File: src/rtl/mux_rr_reg_if.sv
// Bundle of the N-channel request side and the single registered output side of mux_rr_reg.
// Pure wiring, no latency; the master drives requests and out_ready, the slave (the mux) drives grants and output.
// Backpressure: out_ready from the consumer, in_ready per channel back to the producers.
interface mux_rr_reg_if #(
    parameter int N     = 4,
    parameter int WIDTH = 32
);
    localparam int SELW = $clog2(N);

    logic [N-1:0]       in_valid;
    logic [N*WIDTH-1:0] in_data;
    logic [N-1:0]       in_ready;
    logic               out_valid;
    logic [WIDTH-1:0]   out_data;
    logic [SELW-1:0]    out_sel;
    logic               out_ready;

    modport master (
        output in_valid, in_data, out_ready,
        input  in_ready, out_valid, out_data, out_sel
    );

    modport slave (
        input  in_valid, in_data, out_ready,
        output in_ready, out_valid, out_data, out_sel
    );
endinterface

File: src/rtl/mux_rr_reg.sv
// N-channel arbitrating mux (round-robin or fixed priority) into a one-entry output register.
// Latency: one cycle from accepted input to out_valid/out_data; one transfer per cycle sustained.
// Backpressure: out_ready=0 with a full register drops every in_ready; drain and reload share an edge.
module mux_rr_reg #(
    parameter int WIDTH = 32,
    parameter int N     = 4,
    parameter int RR    = 1
) (
    input logic          clk,
    input logic          resetn,
    mux_rr_reg_if.slave  bus
);
    localparam int SELW = $clog2(N);

    logic               load_en;
    logic [N-1:0]       grant;
    logic [SELW-1:0]    gnt_idx;
    logic               found;
    logic [SELW:0]      sum;
    logic [SELW-1:0]    idx;
    logic [SELW-1:0]    start;
    logic [SELW-1:0]    rr_ptr;
    logic               out_valid_q;
    logic [WIDTH-1:0]   out_data_q;
    logic [SELW-1:0]    out_sel_q;
    logic [WIDTH-1:0]   ch_data [N];

    // Slice the flat input bus into one word per channel.
    for (genvar g = 0; g < N; g++) begin : g_slice
        assign ch_data[g] = bus.in_data[g*WIDTH +: WIDTH];
    end

    // The register can take a word when empty or when it is being drained this cycle.
    assign load_en = !out_valid_q || bus.out_ready;

    // Fixed priority is just a round-robin search that always starts at channel 0.
    assign start = (RR != 0) ? rr_ptr : '0;

    // Search channels start, start+1, ... modulo N; first requester wins.
    always_comb begin
        grant   = '0;
        gnt_idx = '0;
        found   = 1'b0;
        sum     = '0;
        idx     = '0;
        for (int k = 0; k < N; k++) begin
            sum = {1'b0, start} + (SELW+1)'(k);
            if (sum >= (SELW+1)'(N)) begin
                sum = sum - (SELW+1)'(N);
            end
            idx = sum[SELW-1:0];
            if (!found && bus.in_valid[idx]) begin
                grant[idx] = 1'b1;
                gnt_idx    = idx;
                found      = 1'b1;
            end
        end
    end

    assign bus.in_ready  = grant & {N{load_en}};
    assign bus.out_valid = out_valid_q;
    assign bus.out_data  = out_data_q;
    assign bus.out_sel   = out_sel_q;

    // Output register and round-robin pointer; the pointer moves only on an accepted transfer.
    always_ff @(posedge clk or negedge resetn) begin
        if (!resetn) begin
            out_valid_q <= 1'b0;
            out_data_q  <= '0;
            out_sel_q   <= '0;
            rr_ptr      <= '0;
        end else if (load_en) begin
            if (found) begin
                out_valid_q <= 1'b1;
                out_data_q  <= ch_data[gnt_idx];
                out_sel_q   <= gnt_idx;
                if (RR != 0) begin
                    rr_ptr <= (gnt_idx == SELW'(N-1)) ? '0 : gnt_idx + SELW'(1);
                end
            end else begin
                out_valid_q <= 1'b0;
            end
        end
    end
endmodule

File: src/flat_wrapper.sv
// flat-port wrapper written by rule: the top's interface ports become plain ports
module mux_rr_reg_flat 
#(
    parameter int WIDTH = 32,
    parameter int N     = 4,
    parameter int RR    = 1
)
  (clk, resetn, bus_in_valid, bus_in_data, bus_out_ready, bus_in_ready, bus_out_valid, bus_out_data, bus_out_sel);
  mux_rr_reg_if #(.N(N), .WIDTH(WIDTH)) bus_i ();
  input logic clk;
  input logic resetn;
  input wire logic [$bits(bus_i.in_valid)-1:0] bus_in_valid;
  input wire logic [$bits(bus_i.in_data)-1:0] bus_in_data;
  input wire logic [$bits(bus_i.out_ready)-1:0] bus_out_ready;
  output wire logic [$bits(bus_i.in_ready)-1:0] bus_in_ready;
  output wire logic [$bits(bus_i.out_valid)-1:0] bus_out_valid;
  output wire logic [$bits(bus_i.out_data)-1:0] bus_out_data;
  output wire logic [$bits(bus_i.out_sel)-1:0] bus_out_sel;
  assign bus_i.in_valid = bus_in_valid;
  assign bus_i.in_data = bus_in_data;
  assign bus_i.out_ready = bus_out_ready;
  assign bus_in_ready = bus_i.in_ready;
  assign bus_out_valid = bus_i.out_valid;
  assign bus_out_data = bus_i.out_data;
  assign bus_out_sel = bus_i.out_sel;
  mux_rr_reg #(.WIDTH(WIDTH), .N(N), .RR(RR)) u_core (.clk(clk), .resetn(resetn), .bus(bus_i));
endmodule
File: config.mk
export PLATFORM = sky130hd
export DESIGN_NAME = mux_rr_reg_flat
export DESIGN_NICKNAME = d
export VERILOG_FILES = /design/src/rtl/mux_rr_reg_if.sv /design/src/rtl/mux_rr_reg.sv /design/src/flat_wrapper.sv
export SDC_FILE = /design/constraint.sdc
export NUM_CORES = 1
export LEC_CHECK = 0
export BUFFER_PORTS_ARGS = -buffer_cell sky130_fd_sc_hd__buf_2
export CORE_MARGIN = 2
export CORE_UTILIZATION = 45
export CTS_CLUSTER_DIAMETER = 120
export DETAILED_ROUTE_END_ITERATION = 7
export GPL_ROUTABILITY_DRIVEN = 0
export GPL_TIMING_DRIVEN = 0
export PLACE_DENSITY = 0.79
export SKIP_LAST_GASP = 1
export SLEW_MARGIN = 10
export SYNTH_ARGS = -nofsm -noshare
export SYNTH_HDL_FRONTEND = slang
export SYNTH_SLANG_ARGS = --single-unit
File: constraint.sdc
create_clock -name clk -period 8.1 [get_ports clk]
set_input_delay 0.405 -clock clk [delete_from_list [all_inputs] [get_ports clk]]
set_output_delay 0.405 -clock clk [all_outputs]
set_load 0.1 [all_outputs]
# After elaboration in Yosys (flattened, before gate mapping)
# Index checks and enable logic that the tools add are counted.
classes:
  bitwise_logic: 5
  mul: 0
  n_addsub: 8
  n_reduce_logical: 13
  order_cmp: 13
  n_eq_ne: 1
  muxes: 37
  shifts: 0
  div_mod_pow: 0
op_table:
  columns: ["cell", "count"]
  rows:
  - ["binary-select mux 32 bit (select 2 bit)", 1]
  - ["two-way mux 32 bit", 2]
  - ["two-way mux 2 bit", 9]
  - ["two-way mux 4 bit", 4]
  - ["two-way mux 1 bit", 13]
  - [">= comparator 3 bit (second input constant)", 4]
  - ["less-than comparator 2 x 3 -> 1 bit (second input constant)", 4]
  - ["bitwise OR 4 bit", 3]
  - ["binary-select mux 1 bit (select 2 bit)", 4]
  - ["demux 1 bit (select 2 bit)", 4]
  - [">= comparator 2 x 1 -> 1 bit (second input constant)", 4]
  - ["subtractor 2 x 1 -> 2 bit (second input constant)", 4]
  - ["logical AND 1 bit", 7]
  - ["adder 2 x 2 -> 3 bit (second input constant)", 2]
  - ["bitwise AND 4 bit", 1]
  - ["logical NOT 1 bit", 4]
  - ["adder 2 x 1 -> 3 bit (second input constant)", 1]
  - [">= comparator 2 x 3 -> 1 bit (second input constant)", 1]
  - ["inverter 2 -> 3 bit", 1]
  - ["adder 2 x 1 -> 2 bit (second input constant)", 1]
  - ["equality test 2 bit (second input constant)", 1]
  - ["AND reduction 2 bit", 1]
  - ["logical OR 1 bit", 1]
word_totals:
  output_inout_bits: 39
  latch_bits: 0
  input_bits: 135
  mem_bits_ro: 0
  elab_cells: 81
  register_bits: 37
  ramBits: 0
  memories: 0

# Logic depth before layout (Yosys ltp)
logic_depth:
  word_depth: 18
  depth_mapped: 15
  depth_no_buf: 9

# Least setup slack after synthesis
# No wires, ideal clock.
synth_timing:
  kind: "register to output"
  start: "register u_core.rr_ptr[0]"
  end: "output bus_in_ready[0]"
  path_slack_ns: 3.832
  arrival_time_ns: 3.863
  path_buffers: 5
  stages_incl_launch_ff: 12
  cell_sequence: "dfrtp_1 -> buf_6 -> buf_2 -> inv_2 -> clkbuf_1 -> ha_1 -> clkbuf_1 -> mux4_2 -> buf_6 -> nor4b_4 -> a221oi_1 -> nor2_1"
synth_via:
  elab_chain_len: 15
  elab_cells_between_ends: 60
  cone_classes: "7 x add/sub; 12 x order compare; 27 x mux; 4 x bitwise; 10 x reduce/logical"
synth_lines:
  columns: ["element", "line", "source"]
  rows:
  - ["from (decl)", "mux_rr_reg.sv:22", "logic [SELW-1:0] rr_ptr;"]
  - ["from (signal assigned)", "mux_rr_reg.sv:78", "rr_ptr <= (gnt_idx == SELW'(N-1)) ? '0 : gnt_idx + SELW'(1);"]
  - ["parallel branches: the longest is 13 deep, another holds adder 2 x 1 -> 3 bit", null, null]
  - ["two-way mux 4 bit (*)", "mux_rr_reg.sv:52", "if (!found && bus.in_valid[idx]) begin"]
  - ["bitwise AND 4 bit (*)", "mux_rr_reg.sv:60", "assign bus.in_ready = grant & {N{load_en}};"]
  - ["to (decl)", "flat_wrapper.sv:15", "output wire logic [$bits(bus_i.in_ready)-1:0] bus_in_ready;"]
# Every way passes the cells marked *. The select of a mux whose other input is x is not followed.

# Worst setup path in the final report
layout_timing:
  start: "register u_core.rr_ptr[0]"
  end: "register u_core.out_data_q[0] (netlist: u_core.bus.out_data[0])"
layout_via:
  elab_chain_len: 18
  elab_cells_between_ends: 42
  cone_classes: "7 x add/sub; 4 x order compare; 23 x mux; 1 x bitwise; 7 x reduce/logical"
layout_lines:
  columns: ["element", "line", "source"]
  rows:
  - ["parallel branches: the longest is 18 deep, another holds adder 2 x 1 -> 3 bit", null, null]
  - ["to (signal assigned)", "mux_rr_reg.sv:75", "out_data_q <= ch_data[gnt_idx];"]
  - ["to (decl)", "mux_rr_reg.sv:24", "logic [WIDTH-1:0] out_data_q;"]
# Several ways; the timed one is not identified. The select of a mux whose other input is x is not followed.
# A chain may end at the register's enable or synchronous reset.

==> results.tsv <==
stage	metric	value	unit
critical_path	cpMostUsedCell	clkbuf_1	
route	drc	0	
yosys	ys.flop_type	dfrtp_1	
clock_network	cts_buffer_depth	2	
finish	fillers	688	
sta	worst_slack	3570	ps
grt	grt_util_all_layers	25.9	%
critical_path	critPathMaxFanout	13	
yosys	netlist_instances	342	
critical_path	crit_path_max_incr_delay	550	ps
critical_path	crit_slowest_cell	clkbuf_1	
clock_network	cts-root-buf	clkbuf_8	
placed_design	io_buffers	171	
sta	tns	0	ps
finish	seq_area	926	sq um
sta	finClkSkew	10.8	ps
sta	grt_setup_unrepaired	no	
yosys	synth_area	3620	sq um
route	drt_iter0_drc	248	
critical_path	cp_cell_sequence	buf_6 > buf_2 > inv_2 > clkbuf_1 > ha_1 > clkbuf_1 > mux4_2 > nor2b_4 > o311ai_4 > clkbuf_1 > mux2_2 > a221o_1	
sta	min_period	4530	ps
finish	drive_above_1_share	55.3	%
route	vias	3854	
critical_path	cp.arrival	4710	ps
clock_network	tritoncts	built	
sta	setup_viol	0	
finish	num_antenna_cells	0	
grt	grt_pass1_wl	18100	um
critical_path	start_kind	flip-flop	
route	drt_pass1_iterations	5	
clock_network	path_clk_slew	80	ps
sta	drv_slew	0	
yosys	synth_seq_cells	37	
critical_path	critPathKind	reg -> reg	
route	ant_nets	0	
floorplan	dieWidth	93.7	um
floorplan	coreArea	7770	sq um
critical_path	endpoint_kind	flip-flop	
placed_design	hpwl	9040	um
yosys	async_flop_share	100	%
floorplan	io_pins	174	
critical_path	cp.required	8270	ps
floorplan	row_count	32	
yosys	synth-edff-count	0	
finish	final_nets	664	
finish	multiInputGateArea	2420	sq um
sta	hold_viol_final	0	
clock_network	clkLatencyLatePin	300	ps
grt	overflow	0	
clock_network	hold_buffers	0	
clock_network	cts_sinks	37	
yosys	yosysWarnings	0	
finish	areaGrowthSynthToFinish	30.5	%
floorplan	die_area	8770	sq um
floorplan	die_y	93.7	um
finish	mostFrequentLayoutCells	buf_2 (180), dfrtp_1 (37), mux2_2 (33)	
floorplan	start_util	46.6	%
outcome	outcome	finished, final reports clean	
route	post_drt_via_cell_ratio	6.19	
clock_network	htree_levels	2	
sta	worst_pin_slew	875	ps
min_path	hp-class	in -> async	
yosys	syn_avg_cell_area	10.6	sq um
route	wl_per_cell	19.3	um
sta	relSlewSlack	41.7	%
clock_network	cts_setup_buffers	0	
sta	max_freq	221	MHz
yosys	ys_types	49	
clock_network	postCtsResizedCells	0	
flow_run	cap_violations	0	
route	routed_wirelength	12000	um
yosys	synth_fp_nets	486	
yosys	yosysSeqAreaShare	25.6	%
clock_network	cts_buffers	5	
sta	post-route-period-util	56.0	%
grt	grt_max_degree	38	
grt	antenna_found_initial	0	
finish	final_common_cell	buf_2	
grt	grt_pass1_vias	3657	
placed_design	dp_slack	3610	ps
## final timing paths
kind	end	slack (ps)	start	cells after the start
max	u_core.bus.out_data[0]$_DFFE_PN0P_	3570	u_core.rr_ptr[0]$_DFFE_PN0P_	12
min	u_core.bus.out_valid$_DFFE_PN0P_	230	resetn	1
max reg2reg	u_core.bus.out_data[0]$_DFFE_PN0P_	3570	u_core.rr_ptr[0]$_DFFE_PN0P_	12
min reg2reg	u_core.bus.out_sel[1]$_DFFE_PN0P_	480	u_core.bus.out_sel[1]$_DFFE_PN0P_	1
max in group asynchronous	u_core.bus.out_data[31]$_DFFE_PN0P_	7330	resetn	1
min in group clk	u_core.bus.out_data[10]$_DFFE_PN0P_	410	bus_in_data[42]	3
## per-layer routing
layer | global-route usage, % | routed length (um) | vias up
li1 | - | - | 1760
met1 | 33.5 | 4850 | 1872
met2 | 45.7 | 6010 | 215
met3 | 4.65 | 1080 | 7
met4 | 5.19 | 63 | 0
met5 | 0 | 0 | -
## flip-flops by register name, indices dropped and copies added (netlist names)
register / flops
u_core.bus.out_data: 32
u_core.bus.out_sel: 2
u_core.rr_ptr: 2
u_core.bus.out_valid: 1
## cells in the mapped netlist, types with 4 or more instances
master | number | area [sq um]
nand2_1 | 32 | 120
o211ai_1 | 5 | 37.5
mux4_2 | 4 | 90.1
buf_6 | 9 | 101
buf_4 | 7 | 52.6
o211ai_2 | 18 | 225
mux2_2 | 33 | 372
clkbuf_1 | 15 | 56.3
mux2i_1 | 15 | 150
ha_1 | 9 | 113
a2111oi_0 | 4 | 35.0
dfrtp_1 | 37 | 926
a221o_1 | 32 | 320
a2111oi_2 | 17 | 255
buf_2 | 9 | 45.0
nor2_1 | 9 | 33.8
a22oi_1 | 4 | 30.0
a221oi_1 | 25 | 219
a21oi_1 | 19 | 95.1
## worst max-delay path: cells and delay by family (launching register included)
family,cells,cell delay (ps)
buf+inv,6,1990
mux,2,820
compound gates,2,710
flops,1,460
fa+ha+maj,1,240
simple gates,1,170
## area by class of cell
cell class                      instances  share of cell area (%)
Buffer                                 41                    5.51
Inverter                                4                   0.318
Tap cell                              102                    2.70
Clock buffer                            6                    1.75
Sequential cell                        37                    19.6
Clock inverter                          2                   0.795
Multi-Input combinational cell        260                    51.2
Timing Repair Buffer                  171                    18.1
## cells by family after synthesis
family	count (synthesis)	share of synthesized area [%]
compound gates	139	37.4
simple gates	59	9.10
mux	53	17.2
buf+inv	45	7.61
flops	37	25.6
fa+ha+maj	9	3.11
## metrics by stage
stage	hold slack, ps	cell area, sq um	cells	utilization, %
after global placement	457	4600	615	59.2
final	226	4720	623	60.8
after detailed placement	461	4600	615	59.2
after CTS	251	4720	623	60.8
after global routing	290	4720	623	60.8
after floorplan	109	3620	342	-
Power is left out: the tool's default activity adds up to more than one toggle a clock period on the data nets, which glitch-free logic cannot reach.
